**src/rtl/nand_page_xfer_if.sv**
```systemverilog
// Bus bundle for nand_page_xfer: start/status handshake, page-buffer
// controller port and x16 NAND data-phase pins.
// master = the transfer engine, slave = the surrounding controller/pads.
interface nand_page_xfer_if #(
  parameter int DataWidth = 16
);
  logic                 start;
  logic                 dir;
  logic                 busy;
  logic                 done;
  logic [15:0]          xfer_crc;
  logic                 cntrl_sel;
  logic                 cntrl_re;
  logic                 cntrl_we;
  logic [DataWidth-1:0] cntrl_in;
  logic [DataWidth-1:0] cntrl_out;
  logic [DataWidth-1:0] nand_io_out;
  logic                 nand_io_oe;
  logic [DataWidth-1:0] nand_io_in;
  logic                 nand_we_n;
  logic                 nand_re_n;
  logic                 nand_rb_n;

  modport master (
    input  start, dir, cntrl_out, nand_io_in, nand_rb_n,
    output busy, done, xfer_crc, cntrl_sel, cntrl_re, cntrl_we, cntrl_in,
           nand_io_out, nand_io_oe, nand_we_n, nand_re_n
  );

  modport slave (
    output start, dir, cntrl_out, nand_io_in, nand_rb_n,
    input  busy, done, xfer_crc, cntrl_sel, cntrl_re, cntrl_we, cntrl_in,
           nand_io_out, nand_io_oe, nand_we_n, nand_re_n
  );
endinterface

```
**src/rtl/nand_page_xfer.sv**
```systemverilog
// nand_page_xfer: data-phase mover between the page buffer controller port
// and the x16 NAND bus. dir=0 programs (buffer -> NAND via nand_we_n),
// dir=1 reads (NAND -> buffer via nand_re_n). PAGE_WORDS words per transfer.
// Optional feature macro: XFER_CRC_EN adds a CRC-16-CCITT over the moved
// words, presented on xfer_crc while done is high; otherwise xfer_crc = 0.
module nand_page_xfer #(
  parameter int DataWidth  = 16,
  parameter int PAGE_WORDS = 2048,
  parameter int T_LOW      = 2,
  parameter int T_HIGH     = 1
) (
  input  logic             clk,
  input  logic             rst,
  nand_page_xfer_if.master bus
);

  localparam int CW   = $clog2(PAGE_WORDS) + 1;
  localparam int TMAX = (T_LOW > T_HIGH) ? T_LOW : T_HIGH;
  localparam int TW   = (TMAX > 1) ? $clog2(TMAX) : 1;

  localparam logic [CW-1:0] LAST_WORD = CW'(PAGE_WORDS - 1);
  localparam logic [TW-1:0] LO_LAST   = TW'(T_LOW - 1);
  localparam logic [TW-1:0] HI_LAST   = TW'(T_HIGH - 1);

  typedef enum logic [3:0] {
    IDLE, WAIT_RB, P_FETCH, P_WAIT, P_WLOW, P_WHIGH, R_LOW, R_HIGH, DONE
  } state_t;

  state_t               state_q, state_d;
  logic                 dir_q;
  logic [CW-1:0]        wcnt_q;
  logic [TW-1:0]        tcnt_q;
  logic [DataWidth-1:0] io_out_q;
  logic [DataWidth-1:0] buf_in_q;

  logic accept;
  logic lo_last;
  logic hi_last;
  logic last_word;
  logic timed_phase;
  logic phase_end;
  logic word_end;

  // Moore outputs decoded from state
  logic busy_c, done_c, sel_c, re_c, we_c, oe_c, we_n_c, re_n_c;

  assign accept      = (state_q == IDLE) && bus.start;
  assign lo_last     = (tcnt_q == LO_LAST);
  assign hi_last     = (tcnt_q == HI_LAST);
  assign last_word   = (wcnt_q == LAST_WORD);
  assign timed_phase = (state_q == P_WLOW) || (state_q == P_WHIGH) ||
                       (state_q == R_LOW)  || (state_q == R_HIGH);
  assign phase_end   = (((state_q == P_WLOW)  || (state_q == R_LOW))  && lo_last) ||
                       (((state_q == P_WHIGH) || (state_q == R_HIGH)) && hi_last);
  assign word_end    = ((state_q == P_WHIGH) || (state_q == R_HIGH)) && hi_last;

  // State register
  always_ff @(posedge clk) begin
    if (rst) state_q <= IDLE;
    else     state_q <= state_d;
  end

  // Next-state and strobe decode
  always_comb begin
    state_d = state_q;
    busy_c  = 1'b1;
    done_c  = 1'b0;
    sel_c   = 1'b1;
    re_c    = 1'b0;
    we_c    = 1'b0;
    oe_c    = 1'b0;
    we_n_c  = 1'b1;
    re_n_c  = 1'b1;
    unique case (state_q)
      IDLE: begin
        busy_c = 1'b0;
        sel_c  = 1'b0;
        if (bus.start) state_d = WAIT_RB;
      end
      WAIT_RB: begin
        if (bus.nand_rb_n) state_d = dir_q ? R_LOW : P_FETCH;
      end
      P_FETCH: begin
        re_c    = 1'b1;
        state_d = P_WAIT;
      end
      P_WAIT: begin
        oe_c    = 1'b1;
        state_d = P_WLOW;
      end
      P_WLOW: begin
        oe_c   = 1'b1;
        we_n_c = 1'b0;
        if (lo_last) state_d = P_WHIGH;
      end
      P_WHIGH: begin
        oe_c = 1'b1;
        if (hi_last) state_d = last_word ? DONE : P_FETCH;
      end
      R_LOW: begin
        re_n_c = 1'b0;
        if (lo_last) state_d = R_HIGH;
      end
      R_HIGH: begin
        // write strobe only on the first high cycle, when tcnt is still 0
        we_c = (tcnt_q == '0);
        if (hi_last) state_d = last_word ? DONE : R_LOW;
      end
      DONE: begin
        busy_c  = 1'b0;
        done_c  = 1'b1;
        sel_c   = 1'b0;
        state_d = IDLE;
      end
      default: begin
        busy_c  = 1'b0;
        sel_c   = 1'b0;
        state_d = IDLE;
      end
    endcase
  end

  // Direction latch, word counter and per-phase strobe timer
  always_ff @(posedge clk) begin
    if (rst) begin
      dir_q  <= 1'b0;
      wcnt_q <= '0;
      tcnt_q <= '0;
    end else begin
      if (accept) begin
        dir_q  <= bus.dir;
        wcnt_q <= '0;
      end else if (word_end && !last_word) begin
        wcnt_q <= wcnt_q + CW'(1);
      end
      if (timed_phase && !phase_end) tcnt_q <= tcnt_q + TW'(1);
      else                           tcnt_q <= '0;
    end
  end

  // Data capture: buffer word for NAND out, NAND word for buffer in
  always_ff @(posedge clk) begin
    if (rst) begin
      io_out_q <= '0;
      buf_in_q <= '0;
    end else begin
      if (state_q == P_WAIT)            io_out_q <= bus.cntrl_out;
      if ((state_q == R_LOW) && lo_last) buf_in_q <= bus.nand_io_in;
    end
  end

  assign bus.busy        = busy_c;
  assign bus.done        = done_c;
  assign bus.cntrl_sel   = sel_c;
  assign bus.cntrl_re    = re_c;
  assign bus.cntrl_we    = we_c;
  assign bus.cntrl_in    = buf_in_q;
  assign bus.nand_io_out = io_out_q;
  assign bus.nand_io_oe  = oe_c;
  assign bus.nand_we_n   = we_n_c;
  assign bus.nand_re_n   = re_n_c;

`ifdef XFER_CRC_EN
  // CRC-16-CCITT, poly 0x1021, MSB first, one full word per call
  function automatic logic [15:0] crc16_word(input logic [15:0] crc,
                                             input logic [15:0] data);
    logic [15:0] c;
    logic        fb;
    c = crc;
    for (int i = 15; i >= 0; i--) begin
      fb = c[15] ^ data[i];
      c  = {c[14:0], 1'b0};
      if (fb) c = c ^ 16'h1021;
    end
    return c;
  endfunction

  logic [15:0] crc_q;

  // CRC accumulates on the same cycles the data registers capture
  always_ff @(posedge clk) begin
    if (rst)                              crc_q <= 16'h0000;
    else if (accept)                      crc_q <= 16'hFFFF;
    else if (state_q == P_WAIT)           crc_q <= crc16_word(crc_q, 16'(bus.cntrl_out));
    else if ((state_q == R_LOW) && lo_last) crc_q <= crc16_word(crc_q, 16'(bus.nand_io_in));
  end

  assign bus.xfer_crc = (state_q == DONE) ? crc_q : 16'h0000;
`else
  assign bus.xfer_crc = 16'h0000;
`endif

endmodule
```
**src/flat_wrapper.sv**
```systemverilog
// flat-port wrapper written by rule: the top's interface ports become plain ports
module nand_page_xfer_flat 
#(
  parameter int DataWidth  = 16,
  parameter int PAGE_WORDS = 2048,
  parameter int T_LOW      = 2,
  parameter int T_HIGH     = 1
)
  (clk, rst, bus_start, bus_dir, bus_cntrl_out, bus_nand_io_in, bus_nand_rb_n, bus_busy, bus_done, bus_xfer_crc, bus_cntrl_sel, bus_cntrl_re, bus_cntrl_we, bus_cntrl_in, bus_nand_io_out, bus_nand_io_oe, bus_nand_we_n, bus_nand_re_n);
  nand_page_xfer_if #(.DataWidth(DataWidth)) bus_i ();
  input  logic clk;
  input  logic rst;
  input wire logic [$bits(bus_i.start)-1:0] bus_start;
  input wire logic [$bits(bus_i.dir)-1:0] bus_dir;
  input wire logic [$bits(bus_i.cntrl_out)-1:0] bus_cntrl_out;
  input wire logic [$bits(bus_i.nand_io_in)-1:0] bus_nand_io_in;
  input wire logic [$bits(bus_i.nand_rb_n)-1:0] bus_nand_rb_n;
  output wire logic [$bits(bus_i.busy)-1:0] bus_busy;
  output wire logic [$bits(bus_i.done)-1:0] bus_done;
  output wire logic [$bits(bus_i.xfer_crc)-1:0] bus_xfer_crc;
  output wire logic [$bits(bus_i.cntrl_sel)-1:0] bus_cntrl_sel;
  output wire logic [$bits(bus_i.cntrl_re)-1:0] bus_cntrl_re;
  output wire logic [$bits(bus_i.cntrl_we)-1:0] bus_cntrl_we;
  output wire logic [$bits(bus_i.cntrl_in)-1:0] bus_cntrl_in;
  output wire logic [$bits(bus_i.nand_io_out)-1:0] bus_nand_io_out;
  output wire logic [$bits(bus_i.nand_io_oe)-1:0] bus_nand_io_oe;
  output wire logic [$bits(bus_i.nand_we_n)-1:0] bus_nand_we_n;
  output wire logic [$bits(bus_i.nand_re_n)-1:0] bus_nand_re_n;
  assign bus_i.start = bus_start;
  assign bus_i.dir = bus_dir;
  assign bus_i.cntrl_out = bus_cntrl_out;
  assign bus_i.nand_io_in = bus_nand_io_in;
  assign bus_i.nand_rb_n = bus_nand_rb_n;
  assign bus_busy = bus_i.busy;
  assign bus_done = bus_i.done;
  assign bus_xfer_crc = bus_i.xfer_crc;
  assign bus_cntrl_sel = bus_i.cntrl_sel;
  assign bus_cntrl_re = bus_i.cntrl_re;
  assign bus_cntrl_we = bus_i.cntrl_we;
  assign bus_cntrl_in = bus_i.cntrl_in;
  assign bus_nand_io_out = bus_i.nand_io_out;
  assign bus_nand_io_oe = bus_i.nand_io_oe;
  assign bus_nand_we_n = bus_i.nand_we_n;
  assign bus_nand_re_n = bus_i.nand_re_n;
  nand_page_xfer #(.DataWidth(DataWidth), .PAGE_WORDS(PAGE_WORDS), .T_LOW(T_LOW), .T_HIGH(T_HIGH)) u_core (.clk(clk), .rst(rst), .bus(bus_i));
endmodule
```
**config.mk**
```make
export PLATFORM = sky130hd
export DESIGN_NAME = nand_page_xfer_flat
export DESIGN_NICKNAME = d
export VERILOG_FILES = /design/src/rtl/nand_page_xfer_if.sv /design/src/rtl/nand_page_xfer.sv /design/src/flat_wrapper.sv
export SDC_FILE = /design/constraint.sdc
export NUM_CORES = 1
export LEC_CHECK = 0
export BUFFER_PORTS_ARGS = -buffer_cell sky130_fd_sc_hd__buf_4
export CORE_MARGIN = 3
export CORE_UTILIZATION = 45
export CTS_CLUSTER_DIAMETER = 30
export DETAILED_ROUTE_END_ITERATION = 10
export GPL_ROUTABILITY_DRIVEN = 1
export GPL_TIMING_DRIVEN = 0
export PLACE_DENSITY = 0.87
export SLEW_MARGIN = 20
export SYNTH_ARGS = -nofsm -noshare
export SYNTH_HDL_FRONTEND = slang
export SYNTH_SLANG_ARGS = --single-unit
```
**constraint.sdc**
```tcl
create_clock -name clk -period 1.94 [get_ports clk]
set_input_delay 0.194 -clock clk [delete_from_list [all_inputs] [get_ports clk]]
set_output_delay 0.194 -clock clk [all_outputs]
set_load 0.01 [all_outputs]
```
# Word level (Yosys, flattened, before mapping)
# Index checks and enable logic that the tools add are counted.
# word_totals
ff_bits	50
inputBits	37
output_inout_bits	56
elab_cells	62
# op_classes
eq_ne	15
addsub	2
bitwise	2
n_reduce_logical	20
muxes	17
# op_table
operator	count
$mux W4	8
$pmux W4 S8	1
$eq A4 B3 Y1 const B	4
$add A12 B1 Y12 const B	1
$eq A12 B11 Y1 const B	1
$eq A4 B2 Y1 const B	2
$ne A2 B2 Y1 const B	4
$mux W1	7
$reduce_or A7 Y1	1
$logic_and A1 B1 Y1	6
$logic_or A1 B1 Y1	6
$reduce_and A6 Y1	1
$eq A4 B1 Y1 const B	1
$eq A4 B4 Y1 const B	1
$logic_not A4 Y1	1
$ne A2 B1 Y1 const B	2
$reduce_or A2 Y1	2
$mux W3	1
$reduce_or A3 Y1	1
$logic_not A1 Y1	2
$not A1 Y1	2
$add A1 B1 Y1 const B	1

# Logic depth before layout (Yosys ltp)
# logic_depth
word_depth	8
ltp_mapped	6
ltp_nobuf	5

# Least setup slack after synthesis
# Ideal clock, no wire load.
# synth_path
path_type	reg-to-reg
startpoint	register u_core.tcnt_q, in the netlist u_core.lo_last
endpoint	register u_core.wcnt_q[5]
setup_ns	0.066
required_ns	1.874
path_stages_with_launch	6
n_path_buf	1
setup_slack_ns	0.420
arrival_ns	1.454
period_less_slack_ns	1.520
path_cell_list	dfxtp_1 -> buf_6 -> and4bb_4 -> nand2_4 -> or4_4 -> a21oi_2
# synth_between
elab_chain_len	3
# synth_rtl
element	line	source
start, declared	nand_page_xfer.sv:32	logic [TW-1:0] tcnt_q;
start signal, assigned	nand_page_xfer.sv:136	if (timed_phase && !phase_end) tcnt_q <= tcnt_q + TW'(1);
$not A1 Y1	nand_page_xfer.sv:49	assign hi_last = (tcnt_q == HI_LAST);
$logic_and A1 B1 Y1	nand_page_xfer.sv:55	assign word_end = ((state_q == P_WHIGH) || (state_q == R_HIGH)) && hi_last;
$logic_and A1 B1 Y1	nand_page_xfer.sv:133	end else if (word_end && !last_word) begin
end signal, assigned	nand_page_xfer.sv:134	wcnt_q <= wcnt_q + CW'(1);
end, declared	nand_page_xfer.sv:31	logic [CW-1:0] wcnt_q;
# No other way between the ends.
# A chain may end at the register's enable or synchronous reset.

# Worst setup path after layout
# layout_path
startpoint	register u_core.state_q[2]
endpoint	output port bus_nand_io_oe
# layout_between
elab_chain_len	3
word_cells_on_any_way	5
classes_between	3 x eq/ne; 1 x mux; 1 x reduce/logical
# layout_rtl
element	line	source
start, declared	nand_page_xfer.sv:29	state_t state_q, state_d;
start signal, assigned	nand_page_xfer.sv:60	else state_q <= state_d;
$eq A4 B2 Y1 or $eq A4 B3 Y1 (tied branches)	nand_page_xfer.sv:74	unique case (state_q)
$reduce_or A3 Y1 (no source line) *	-	
$mux W1 *	nand_page_xfer.sv:74	
end, declared	flat_wrapper.sv:26	output wire logic [$bits(bus_i.nand_io_oe)-1:0] bus_nand_io_oe;
# Every way passes the cells marked *; elsewhere a longest branch is shown, timed or not.

==> summary.md <==
| Metric | Value |
|---|---|
| Die ar. | around 6000 sq um |
| Crit-path cells | clkbuf_2 -> inv_1 -> mux2_2 -> nor2_1 -> buf_4 |
| Mux share of post-synthesis cell area | 7.52% |
| Sequential share of the synthesized area | between 40% and 50% |
| Area of the multi-input gates | approximately 1100 sq um |
| Inst Count DP | around 420 |
| Hold Violations, Final | 0 |
| Synth async-reset ratio | 0% |
| DRT iter0 DRCs | 94 |
| Synth cell types | 47 |
| Status | finished clean |
| Grt ovf | 0 |
| Most frequent cells in the layout | buf_4 (94), dfxtp_1 (50), nand2_1 (42) |
| Actual slew at the worst max-slew pin | approximately 570 ps |
| DR WL/cell | between 10 and 15 um |
| Synth Area in Simple Gates | 24.1% |
| Clk buf depth | 2 |
| Yosys warns | 0 |
| IO Count | 93 |
| RSZ-0062 raised after global routing | false |
| Initial Util | 47.4% |
| Crit-path leading delay family | buffers and inverters |
| Drt drc | 0 |
| Routed WL | approximately 5.3 mm |
| Fin Setup TNS | 0 ps |
| Post-Place Cell Area | 2990 sq um |
| Gate Count Post-Synth | 266 |
| Vias | about 2100 |
| Drt pass-1 iters | 4 |
| Most common cell after layout, fill and taps aside | buf_4 |
| Synth Area in Adders | 0.549% |
| Design area | about 3100 sq um |
| Setup violators final | 0 |
| Clock root buffer | clkbuf_8 |
| Largest family of logic cells by synthesized area | simple AND/OR/NAND/NOR gates |
| Fin crit period | 1820 ps |
| Largest fanout on the critical path | 10 |
| Via density | roughly 5.0 |
| CP arrival | 1630 ps |
| Largest net degree at the start of global routing | 17 |
| Hold_buf cts | 0 |
| Fill cells | approximately 440 |
| Synth Flop Type | dfxtp_1 |
| Die X | 77.2 um |
| Post-CTS Setup Bufs | 0 |
| P_leak | about 0.0014 uW |
| Bufs and invs on worst path | 3 |
| DP Wirelength | approximately 4 mm |
| Post-layout nets | ~400 |
| Biggest cell delay along the critical path | ~460 ps |
| Clock sinks | 50 |
| Skew final | between 7 and 8 ps |
| Overall routing resource usage | 17.6% |
| CP startpoint kind | flip-flop |
| PortBufs | 76 |
| FP Rows | 25 |
| Max-Slew Margin vs Limit | 61.4% |
| Setup crit end kind | output port |
| Maximum VDD drop | about 0.00051 V |
| Post-synth EDFFs | 0 |
| Clock slew at the register clock pins of the worst setup and hold paths | 100 ps |
| Total CTS buffers | 5 |
| Final period util | a little over nine tenths |
| Crit-path slowest cell | dfxtp_1 |
| Post-route ant nets | 0 |
| Mean Syn Cell Area | 8.57 sq um |
| Layout area overhead | 35.6% |
| Max-cap violations | 0 |
| Worst hold slack | about 120 ps |
| Vias in the first global route | 2034 |
| Pwr dens | 735 nW/um^2 |
| Share of cells above drive strength 1 | approximately a third |
| FMAX | between 500 and 600 MHz |
| Worst Path Class, Setup | reg -> out |
| TritonCTS clock tree | yes |
| Synth Area in XOR/XNOR | less than 1% |
| Register bit total from synthesis | 50 |
| Vert. Die Dim | 77.2 um |
| PostCTS Resize Cnt | 1 |
| Antenna cells | 0 |
| Initial antenna violation count | 0 |
| First-pass GRT wire length | 8.76 mm |
| Non-Filler Instances | about 430 |
| Max-slew violations | 0 |
| Core Region | ~4800 sq um |
| CP Data Required Time | approximately 1800 ps |
| Compound-cell area share of the yosys netlist | between 10 and 15% |
| Worst-skew pair later-pin latency | roughly 300 ps |
| Register area | approximately 1000 sq um |
| Hold Path Class | in -> reg |
| RePlAce Congestion | between 0.8 and 0.9 |
| H-tree depth | 2 |
| Cell area after synthesis | between 2000 and 2500 sq um |
==> final cells by class <==
| cell class | count | area share (%) |
|---|---|---|
| buffer | 31 | 6.31 |
| clock buffer | 6 | 2.67 |
| clock inverter | 2 | 0.566 |
| inverter | 4 | 0.485 |
| multi-input combinational | 196 | 36.4 |
| sequential | 50 | 32.4 |
| tap | 67 | 2.71 |
| timing repair buffer | 76 | 18.4 |
==> layer usage <==
metal  vias to the layer above  track usage [%]  share of wire [%]
met1                       979             18.8                 39
met5                         -                0                  0
met3                         9             4.69                6.8
met2                        66             33.2                 53
li1                       1088                -                  -
met4                         0             5.16                1.3
==> state kept, by name, indices dropped and copies added (netlist names) <==
signal	flops
u_core.bus.nand_io_out	16
u_core.wcnt_q	12
u_core.state_q	4
u_core.lo_last	1
u_core.dir_q	1
u_core.bus.cntrl_in	16
==> cell usage after synthesis (2+ instances only) <==
cell type  number  share of area, %
nor4_1          4               1.1
clkbuf_1       10               1.6
nand3_1         3              0.66
and2_1          3              0.82
buf_2           2              0.44
nand4_1         2              0.55
nor2_1         20               3.3
dfxtp_1        50                44
or3_1           9               2.5
mux2i_1        16               7.0
buf_4          18               5.9
o311ai_1        2              0.77
o31ai_1         4               1.3
a21oi_1        29               6.4
nor3_1          2              0.44
nand2b_1        4               1.1
o21ai_0         9               2.0
inv_1           4              0.66
nor2b_1         2              0.55
or4_1           2              0.66
nand3_2         3               1.3
nand2_1        42               6.9
nor3b_1         2              0.66
==> cell families after synthesis <==
| group | count (synthesis) |
|---|---|
| other | 1 |
| DFF | 50 |
| muxes | 17 |
| AOI/OAI and AO/OA | 55 |
| xor gates and xnor gates | 1 |
| buffers and inverters | 35 |
| adders and majority gates | 1 |
| and+or+nand+nor | 106 |
==> where the power goes <==
group / switching [uW] / internal (uW) / leakage, uW
sequential: 35.2 / 1070 / 0.000404
combinational: 274 / 255 / 0.000941
clock: 350 / 294 / 0.0000514
==> worst min-delay path, delay by kind of cell <==
| family | cells | cell delay [ps] |
|---|---|---|
| buffers and inverters | 1 | 70 |
| and+or+nand+nor | 1 | 70 |
| muxes | 1 | 50 |
==> worst paths after layout <==
check             cells after the start                      start                         to  slack (ps)
setup / recovery                      5          u_core.state_q[2]             bus_nand_io_oe         120
hold / removal                        3          bus_nand_io_in[6]     u_core.bus.cntrl_in[6]         120
setup reg to reg                      5           u_core.wcnt_q[0]          u_core.state_q[2]         220
hold reg to reg                       2  u_core.bus.nand_io_out[1]  u_core.bus.nand_io_out[1]         460
==> metrics by stage <==
step / worst slack (ps) / power (uW) / utilization, %
after floorplan: 420 / 1440 / -
after global placement: 282 / 1640 / 62.1
after detailed placement: 242 / 1650 / 62.1
after CTS: 119 / 2290 / 64.2
after global routing: 2.54 / 2400 / 64.2
final: 120 / 2270 / 64.2
Note: power is estimated with default switching activity, not from simulation.
